===== config.mk =====
export PLATFORM = sky130hd
export DESIGN_NAME = vending_ctrl
export DESIGN_NICKNAME = d
export VERILOG_FILES = /design/src/rtl/vending_pkg.sv /design/src/rtl/adder_3bit.sv /design/src/rtl/vending_ctrl.sv
export SDC_FILE = /design/constraint.sdc
export NUM_CORES = 1
export LEC_CHECK = 0
export CORE_MARGIN = 1.5
export CORE_UTILIZATION = 54
export CTS_CLUSTER_DIAMETER = 150
export DETAILED_ROUTE_END_ITERATION = 10
export PLACE_DENSITY = 0.82
export SLEW_MARGIN = 20
export SYNTH_ARGS = -nofsm -noshare
export SYNTH_HDL_FRONTEND = slang
export SYNTH_SLANG_ARGS = --single-unit

===== constraint.sdc =====
create_clock -name i_clk -period 3.35 [get_ports i_clk]
set_input_delay 0.8375 -clock i_clk [delete_from_list [all_inputs] [get_ports i_clk]]
set_output_delay 0.8375 -clock i_clk [all_outputs]
set_load 0.01 [all_outputs]

===== src/rtl/vending_pkg.sv =====
// rtl/vending_pkg.sv - shared coin codes, unit values and state type for the vending controller
package vending_pkg;

  // Coin slot codes as presented on i_coin
  localparam logic [1:0] COIN_NONE    = 2'b00;
  localparam logic [1:0] COIN_NICKEL  = 2'b01;
  localparam logic [1:0] COIN_DIME    = 2'b10;
  localparam logic [1:0] COIN_QUARTER = 2'b11;

  // Coin worth in 5-cent units, sized for the 3-bit adder operand
  localparam logic [2:0] VAL_NICKEL  = 3'd1;
  localparam logic [2:0] VAL_DIME    = 3'd2;
  localparam logic [2:0] VAL_QUARTER = 3'd5;

  typedef enum logic [1:0] {
    IDLE,
    COLLECT,
    VEND,
    CHANGE
  } state_e;

endpackage


===== src/rtl/adder_3bit.sv =====
// rtl/adder_3bit.sv - 3-bit ripple adder used for credit accumulation
module adder_3bit (
  input  logic [2:0] i_sum,
  input  logic [2:0] i_coin,
  input  logic       i_cin,
  output logic [2:0] o_i_sum,
  output logic       o_cout
);

  // Full 4-bit result split into sum bits and carry out
  always_comb begin
    {o_cout, o_i_sum} = {1'b0, i_sum} + {1'b0, i_coin} + {3'b000, i_cin};
  end

endmodule


===== src/rtl/vending_ctrl.sv =====
// rtl/vending_ctrl.sv - coin collection, vend strobe and nickel-by-nickel change sequencing
module vending_ctrl
  import vending_pkg::*;
#(
  parameter int unsigned PRICE = 4
) (
  input  logic       i_clk,
  input  logic       i_rst_n,
  input  logic       i_coin_valid,
  input  logic [1:0] i_coin,
  input  logic       i_cancel,
  output logic       o_coin_ready,
  output logic       o_coin_reject,
  output logic       o_dispense,
  output logic       o_change,
  output logic [3:0] o_credit,
  output logic       o_busy
);

  localparam logic [3:0] PRICE_U = 4'(PRICE);

  state_e     state_q, state_d;
  logic [3:0] credit_q, credit_d;
  logic [3:0] change_cnt_q, change_cnt_d;
  logic       reject_q, reject_d;

  logic       busy;
  logic       coin_fire;
  logic [2:0] coin_val;
  logic [2:0] add_sum;
  logic       add_cout;
  logic [3:0] credit_sum;

  assign busy         = (state_q == VEND) || (state_q == CHANGE);
  assign o_busy       = busy;
  assign o_coin_ready = !busy && !i_cancel;
  assign coin_fire    = i_coin_valid && o_coin_ready;

  assign o_dispense    = (state_q == VEND);
  assign o_change      = (state_q == CHANGE);
  assign o_credit      = credit_q;
  assign o_coin_reject = reject_q;

  // Translate the slot code into its worth; an invalid code adds nothing
  always_comb begin
    coin_val = 3'd0;
    case (i_coin)
      COIN_NICKEL:  coin_val = VAL_NICKEL;
      COIN_DIME:    coin_val = VAL_DIME;
      COIN_QUARTER: coin_val = VAL_QUARTER;
      default:      coin_val = 3'd0;
    endcase
  end

  // Credit held below PRICE (at most 6) fits the 3-bit operand; the carry becomes bit 3
  adder_3bit u_adder (
    .i_sum   (credit_q[2:0]),
    .i_coin  (coin_val),
    .i_cin   (1'b0),
    .o_i_sum (add_sum),
    .o_cout  (add_cout)
  );

  assign credit_sum = {add_cout, add_sum};

  // Next-state logic: collect coins, hand off excess to the change counter, count nickels out
  always_comb begin
    state_d      = state_q;
    credit_d     = credit_q;
    change_cnt_d = change_cnt_q;
    reject_d     = 1'b0;
    case (state_q)
      IDLE, COLLECT: begin
        if (i_cancel) begin
          // Refund only when there is something to return; ready is low so no coin lands
          if (state_q == COLLECT) begin
            change_cnt_d = credit_q;
            credit_d     = 4'd0;
            state_d      = CHANGE;
          end
        end else if (coin_fire) begin
          if (i_coin == COIN_NONE) begin
            reject_d = 1'b1;
          end else if (credit_sum >= PRICE_U) begin
            // Excess is parked in the change counter so credit reads 0 while vending
            credit_d     = 4'd0;
            change_cnt_d = credit_sum - PRICE_U;
            state_d      = VEND;
          end else begin
            credit_d = credit_sum;
            state_d  = COLLECT;
          end
        end
      end
      VEND: begin
        state_d = (change_cnt_q == 4'd0) ? IDLE : CHANGE;
      end
      CHANGE: begin
        // Leaving on the last nickel makes N nickels take exactly N cycles
        if (change_cnt_q <= 4'd1) begin
          change_cnt_d = 4'd0;
          state_d      = IDLE;
        end else begin
          change_cnt_d = change_cnt_q - 4'd1;
        end
      end
      default: begin
        state_d      = IDLE;
        credit_d     = 4'd0;
        change_cnt_d = 4'd0;
      end
    endcase
  end

  // State and datapath registers; reset aborts any vend or change in progress
  always_ff @(posedge i_clk or negedge i_rst_n) begin
    if (!i_rst_n) begin
      state_q      <= IDLE;
      credit_q     <= 4'd0;
      change_cnt_q <= 4'd0;
      reject_q     <= 1'b0;
    end else begin
      state_q      <= state_d;
      credit_q     <= credit_d;
      change_cnt_q <= change_cnt_d;
      reject_q     <= reject_d;
    end
  end

endmodule


Word level (Yosys, flattened, before mapping)
Cells that the tools add are included.

word-level totals
  bits of input ports = 6
  output and inout port bits = 9
  register bits after elaboration = 11
  logic and storage cells = 61

cells by class
  reduce and logical (&&, ||, !) cells = 14
  equal/unequal tests = 13
  $lt $le $gt $ge = 2
  $add $sub $neg = 3
  multiplexer cells = 25

operators with widths
  operator                                                count
  two-way mux 4 bit                                       11
  two-way mux 2 bit                                       7
  inequality test 3 bit (second input constant)           4
  one-hot mux 3 bit (3 select lines)                      1
  equality test 2 bit (second input constant)             4
  one-hot mux 4 bit (2 select lines)                      1
  AND reduction 4 bit                                     2
  one-hot mux 2 bit (3 select lines)                      1
  AND reduction 5 bit                                     1
  adder 3 x 3 -> 4 bit                                    1
  equality test 2 x 1 -> 1 bit (second input constant)    2
  >= comparator 4 x 3 -> 1 bit (second input constant)    1
  <= comparator 4 x 1 -> 1 bit (second input constant)    1
  zero test 2 bit                                         2
  zero test 4 bit                                         1
  two-way mux 1 bit                                       4
  inequality test 2 x 1 -> 1 bit (second input constant)  2
  nonzero test 2 bit                                      2
  subtractor 4 x 1 -> 4 bit (second input constant)       1
  subtractor 4 x 3 -> 4 bit (second input constant)       1
  logical AND 1 bit                                       2
  zero test 1 bit                                         2
  inequality test 2 bit (second input constant)           1
  OR reduction 2 bit                                      1
  logical OR 1 bit                                        1

Depth between registers and ports, before layout
Gate-level depths: netlist of run 1.

  depth in word-level cells = 9
  gate-level depth with buffers = 10
  gate-level depth less buffers = 10

Cells and area by module
From an unflattened synthesis of run 1, not the netlist that was laid out.

unflattened totals
  cell total of the unflattened synthesis = 97
  area total of the unflattened synthesis = 862.1 µm²

modules (own cells, without submodules)
  module        instances  cells an instance  seq. area each (µm²)  area each (µm²)
  vending_ctrl  1          82                 275.3                 748.2
  adder_3bit    1          15                 0.0                   113.9

Least setup slack after synthesis of run 1
OpenSTA, ideal clock, no wires.

  path kind = input-to-reg
  from = in i_coin[0]
  to = reg change_cnt_q[0]
  setup time = 0.125 ns
  path slack = 0.600 ns
  stages = 10
  arrival = 2.625 ns
  required time = 3.225 ns
  buffers on the path = 1
  path through = clkbuf_1 ha_1 inv_1 fa_1 xor2_1 ha_1 nand2b_4 o21a_1 and2_4 mux2_4

between the ends
  cells in the longest elaborated chain, start to end = 9
  elaborated cells between the ends (all ways) = 16
  those cells by class = 2 x add/sub; 1 x order compare; 5 x eq/ne; 6 x mux; 2 x reduce/logical

ends and longest elaborated chain
  element                                                              line                 RTL
  start: declaration                                                   vending_ctrl.sv:10   input logic [1:0] i_coin,
  equality test 2 bit or equality test 2 x 1 -> 1 bit (tied branches)  vending_ctrl.sv:47   case (i_coin)
  one-hot mux 3 bit (3 select lines)                                   vending_ctrl.sv:47
  adder 3 x 3 -> 4 bit                                                 adder_3bit.sv:12     {o_cout, o_i_sum} = {1'b0, i_sum} + {1'b0, i_coin} + {3'b000, i_cin};
  subtractor 4 x 3 -> 4 bit                                            vending_ctrl.sv:87   change_cnt_d = credit_sum - PRICE_U;
  two-way mux 4 bit                                                    vending_ctrl.sv:84   end else if (credit_sum >= PRICE_U) begin
  two-way mux 4 bit                                                    vending_ctrl.sv:82   if (i_coin == COIN_NONE) begin
  two-way mux 4 bit                                                    vending_ctrl.sv:81   end else if (coin_fire) begin
  two-way mux 4 bit                                                    vending_ctrl.sv:74   if (i_cancel) begin
  one-hot mux 4 bit (2 select lines)                                   vending_ctrl.sv:72   case (state_q)
  end signal: assignment                                               vending_ctrl.sv:125  change_cnt_q <= change_cnt_d;
  end: declaration                                                     vending_ctrl.sv:24   logic [3:0] change_cnt_q, change_cnt_d;

Parallel ways exist; a longest one is shown, timed or not. The select of a mux whose other input is x is not followed.
A chain may end at the register's enable or synchronous reset.

Worst setup path after layout of run 1
Same ends and word-level chain as after synthesis.

==> results.yml, run 1 <==
synthesis:
  yosysMostFrequentCell: "dfrtp_1"
  syn_area_per_cell_sq_um: 9.22
  ys_warn_count: 0
  syn_area_sq_um: 821
  yosysTopAreaCell: "dfrtp_1"
  ys_ff_latch: 11
  yosys-top-cells-area: "dfrtp_1 34%, ha_1 11%, nor2_1 4.6%, o41ai_1 4.3%, mux2_4 3.7%"
  synth_cells: 89
  synthDistinctLibCells: 33
  synth_commonest_cells: "11 x dfrtp_1, 10 x nor2_1, 7 x ha_1, 7 x inv_1, 5 x a21oi_1"
  synthFlopType: "dfrtp_1"
  synth_edf_count: 0
  async_flop_share: 1.00
  syn_nets: 103
  synth-seq-area-share: 0.335
  yosys.area.top_type_share: 0.335
placement:
  dp_hpwl_um: 1310
  numPortBuffers: 14
  post_dp_cell_area_sq_um: 968
  place.gp.congestion: 0.856
critical_path:
  crit_top_cell: "ha_1"
  crit_family: "adder cells"
  cp-end-kind: "flop"
  max_stage_delay_ns: 0.50
  worstSetupPathType: "input pin to flop"
  path_buf_inv: 2
  path_cells: "clkdlybuf4s50_1 > ha_1 > inv_1 > fa_1 > xor2_1 > ha_1 > nand2b_4 > o21a_1 > and2_4 > mux2_4"
  required_ns: 3.50
  startpoint_type: "input pin"
  worst-path-max-fanout: 6
  cp_data_arrival_time_ns: 3.28
  cp_slowest_cell: "clkdlybuf4s50_1"
run_status:
  outcome: "completed"
layout:
  drive_gt1_frac: 0.115
  area_growth_pct: 21.2
  layout.nets: 119
  fillers: 111
  final_area_sq_um: 995
  diodes: 0
global_route:
  antenna_found_initial: 0
  grt_pass1_vias: 633
  grt_max_degree: 17
  overflow: 0
  grt_pass1_wl_um: 2800
  grt_usage: 0.205
die:
  pin_count: 15
  coreArea_sq_um: 1370
  start_util: 0.601
  die-area_sq_um: 1760
  rows: 13
  die_w_um: 42.0
  fp.dieH_um: 42.0
clock_tree:
  cts_hold_buf: 0
  cts-root-buf: "clkbuf_4"
  path_clk_slew_ns: 0.07
  clock-sinks: 11
  post-cts-setup-buffers: 0
  cts.htree.levels: 1
  clkLatencyLatePin_ns: 0.27
  cts_tree: "yes"
  cts_buffer_depth: 2
  cts_inserted_buffers: 3
  ctsResizeCount: 0
sta:
  tightest_slew_ns: 0.508
  finalMaxSlewViolations: 0
  skew_ns: 0.00583
  timing.slew.headroom: 0.660
  rsz0062_at_grt: "false"
  fin_crit_ns: 3.13
  setup_viol: 0
  fin_hold_ws_ns: 0.558
  hold_viol_final: 0
  min_period_over_period: 0.934
  max_freq_ghz: 0.320
flow_run:
  cap_violations: 0
pwr:
  finalPower_uw: 844
  p_leak_uw: 0.000461
  ir_drop_uv: 488
  p_per_area_nw_per_um2: 848
route:
  first_iter_violations: 18
  vias: 689
  ant_nets: 0
  finalWirelength_um: 1670
  drt-vias-per-instance: 5.79
  route.detailed.drc: 0
  first_pass_iters: 4
  avgRoutedWirePerCell_um: 14.0
min_path:
  hold_class: "flop to flop"
flip-flops by register name, summed over array words and instances (netlist names):
name and flops:
state_q 2, o_credit 4, change_cnt_q 4, o_coin_reject 1
cell type report:
cell class	instances	area (sq um)	share of cell area
clock buffers	4	26.3	0.0264
multi-input cells	66	493	0.496
flip-flops and latches	11	275	0.277
well taps	15	18.8	0.0189
repair buffers	16	155	0.156
inverters	7	26.3	0.0264
per-stage QoR:
| stage | TNS, ns | utilization | setup WS (ns) | std cells |
|---|---|---|---|---|
| after floorplan | 0 | - | 0.600 | 89 |
| after global placement | 0 | 0.709 | 0.0133 | 115 |
| after detailed placement | -0.0409 | 0.709 | -0.0208 | 115 |
| after CTS | 0 | 0.728 | 0.221 | 119 |
| after global routing | 0 | 0.728 | 0.114 | 119 |
| final | 0 | 0.728 | 0.220 | 119 |
cell usage in the layout (no fill, tap or decap), types with 4 or more instances in the layout:
master	Yosys	routed
a21oi_1	5	5
clkdlybuf4s50_1	0	14
dfrtp_1	11	11
ha_1	7	7
inv_1	7	7
nand2b_1	4	4
nor2_1	10	10
o21ai_1	4	4
o41ai_1	4	4
logic make-up after synthesis:
kind of cell	after synthesis	share of synthesized area
xor+xnor	1	0.0107
mux	4	0.0610
compound gates	28	0.232
fa+ha+maj	8	0.131
buf+inv	12	0.0640
simple gates	25	0.166
flops	11	0.335
final timing paths:
path                                                   from                           to  slack [ns]  cells past startpoint
worst min-delay path            change_cnt_q[1]$_DFFE_PN0P_  change_cnt_q[1]$_DFFE_PN0P_        0.56                      1
min in group asynchronous                           i_rst_n      o_coin_reject$_DFF_PN0_        0.90                      1
worst min register to register  change_cnt_q[1]$_DFFE_PN0P_  change_cnt_q[1]$_DFFE_PN0P_        0.56                      1
max in group asynchronous                           i_rst_n      o_credit[0]$_DFFE_PN0P_        2.10                      1
worst max register to register      o_credit[0]$_DFFE_PN0P_  change_cnt_q[0]$_DFFE_PN0P_        0.89                      9
worst max-delay path                              i_coin[0]  change_cnt_q[0]$_DFFE_PN0P_        0.22                     10
layer usage:
layer,up-vias,GRT usage,share of wire
li1,351,-,-
met1,316,0.277,0.49
met2,20,0.347,0.45
met3,2,0.0345,0.047
met4,0,0.0387,0.0048
met5,-,0,0
power breakdown:
group / internal [uW] / total [uW] / switching, uW
clock: 46.1 / 93.0 / 47.0
sequential: 182 / 254 / 72.9
combinational: 255 / 496 / 242
Power figures use the tool's default switching activity.
==> inputs of run 2 (changes only) <==
--- a/config.mk
+++ b/config.mk
@@ -9,6 +9,7 @@
 export CORE_UTILIZATION = 54
 export CTS_CLUSTER_DIAMETER = 150
 export DETAILED_ROUTE_END_ITERATION = 10
+export GPL_ROUTABILITY_DRIVEN = 0
 export PLACE_DENSITY = 0.82
 export SLEW_MARGIN = 20
 export SYNTH_ARGS = -nofsm -noshare
==> results of run 2 <==
The final DEF is identical to that of run 1; final timing and power are the same.
==> inputs of run 3 (changes only) <==
--- a/config.mk
+++ b/config.mk
@@ -10,6 +10,7 @@
 export CTS_CLUSTER_DIAMETER = 150
 export DETAILED_ROUTE_END_ITERATION = 10
 export GPL_ROUTABILITY_DRIVEN = 0
+export HOLD_SLACK_MARGIN = 0.1
 export PLACE_DENSITY = 0.82
 export SLEW_MARGIN = 20
 export SYNTH_ARGS = -nofsm -noshare
==> results of run 3 <==
The final DEF is identical to that of run 1; final timing and power are the same.
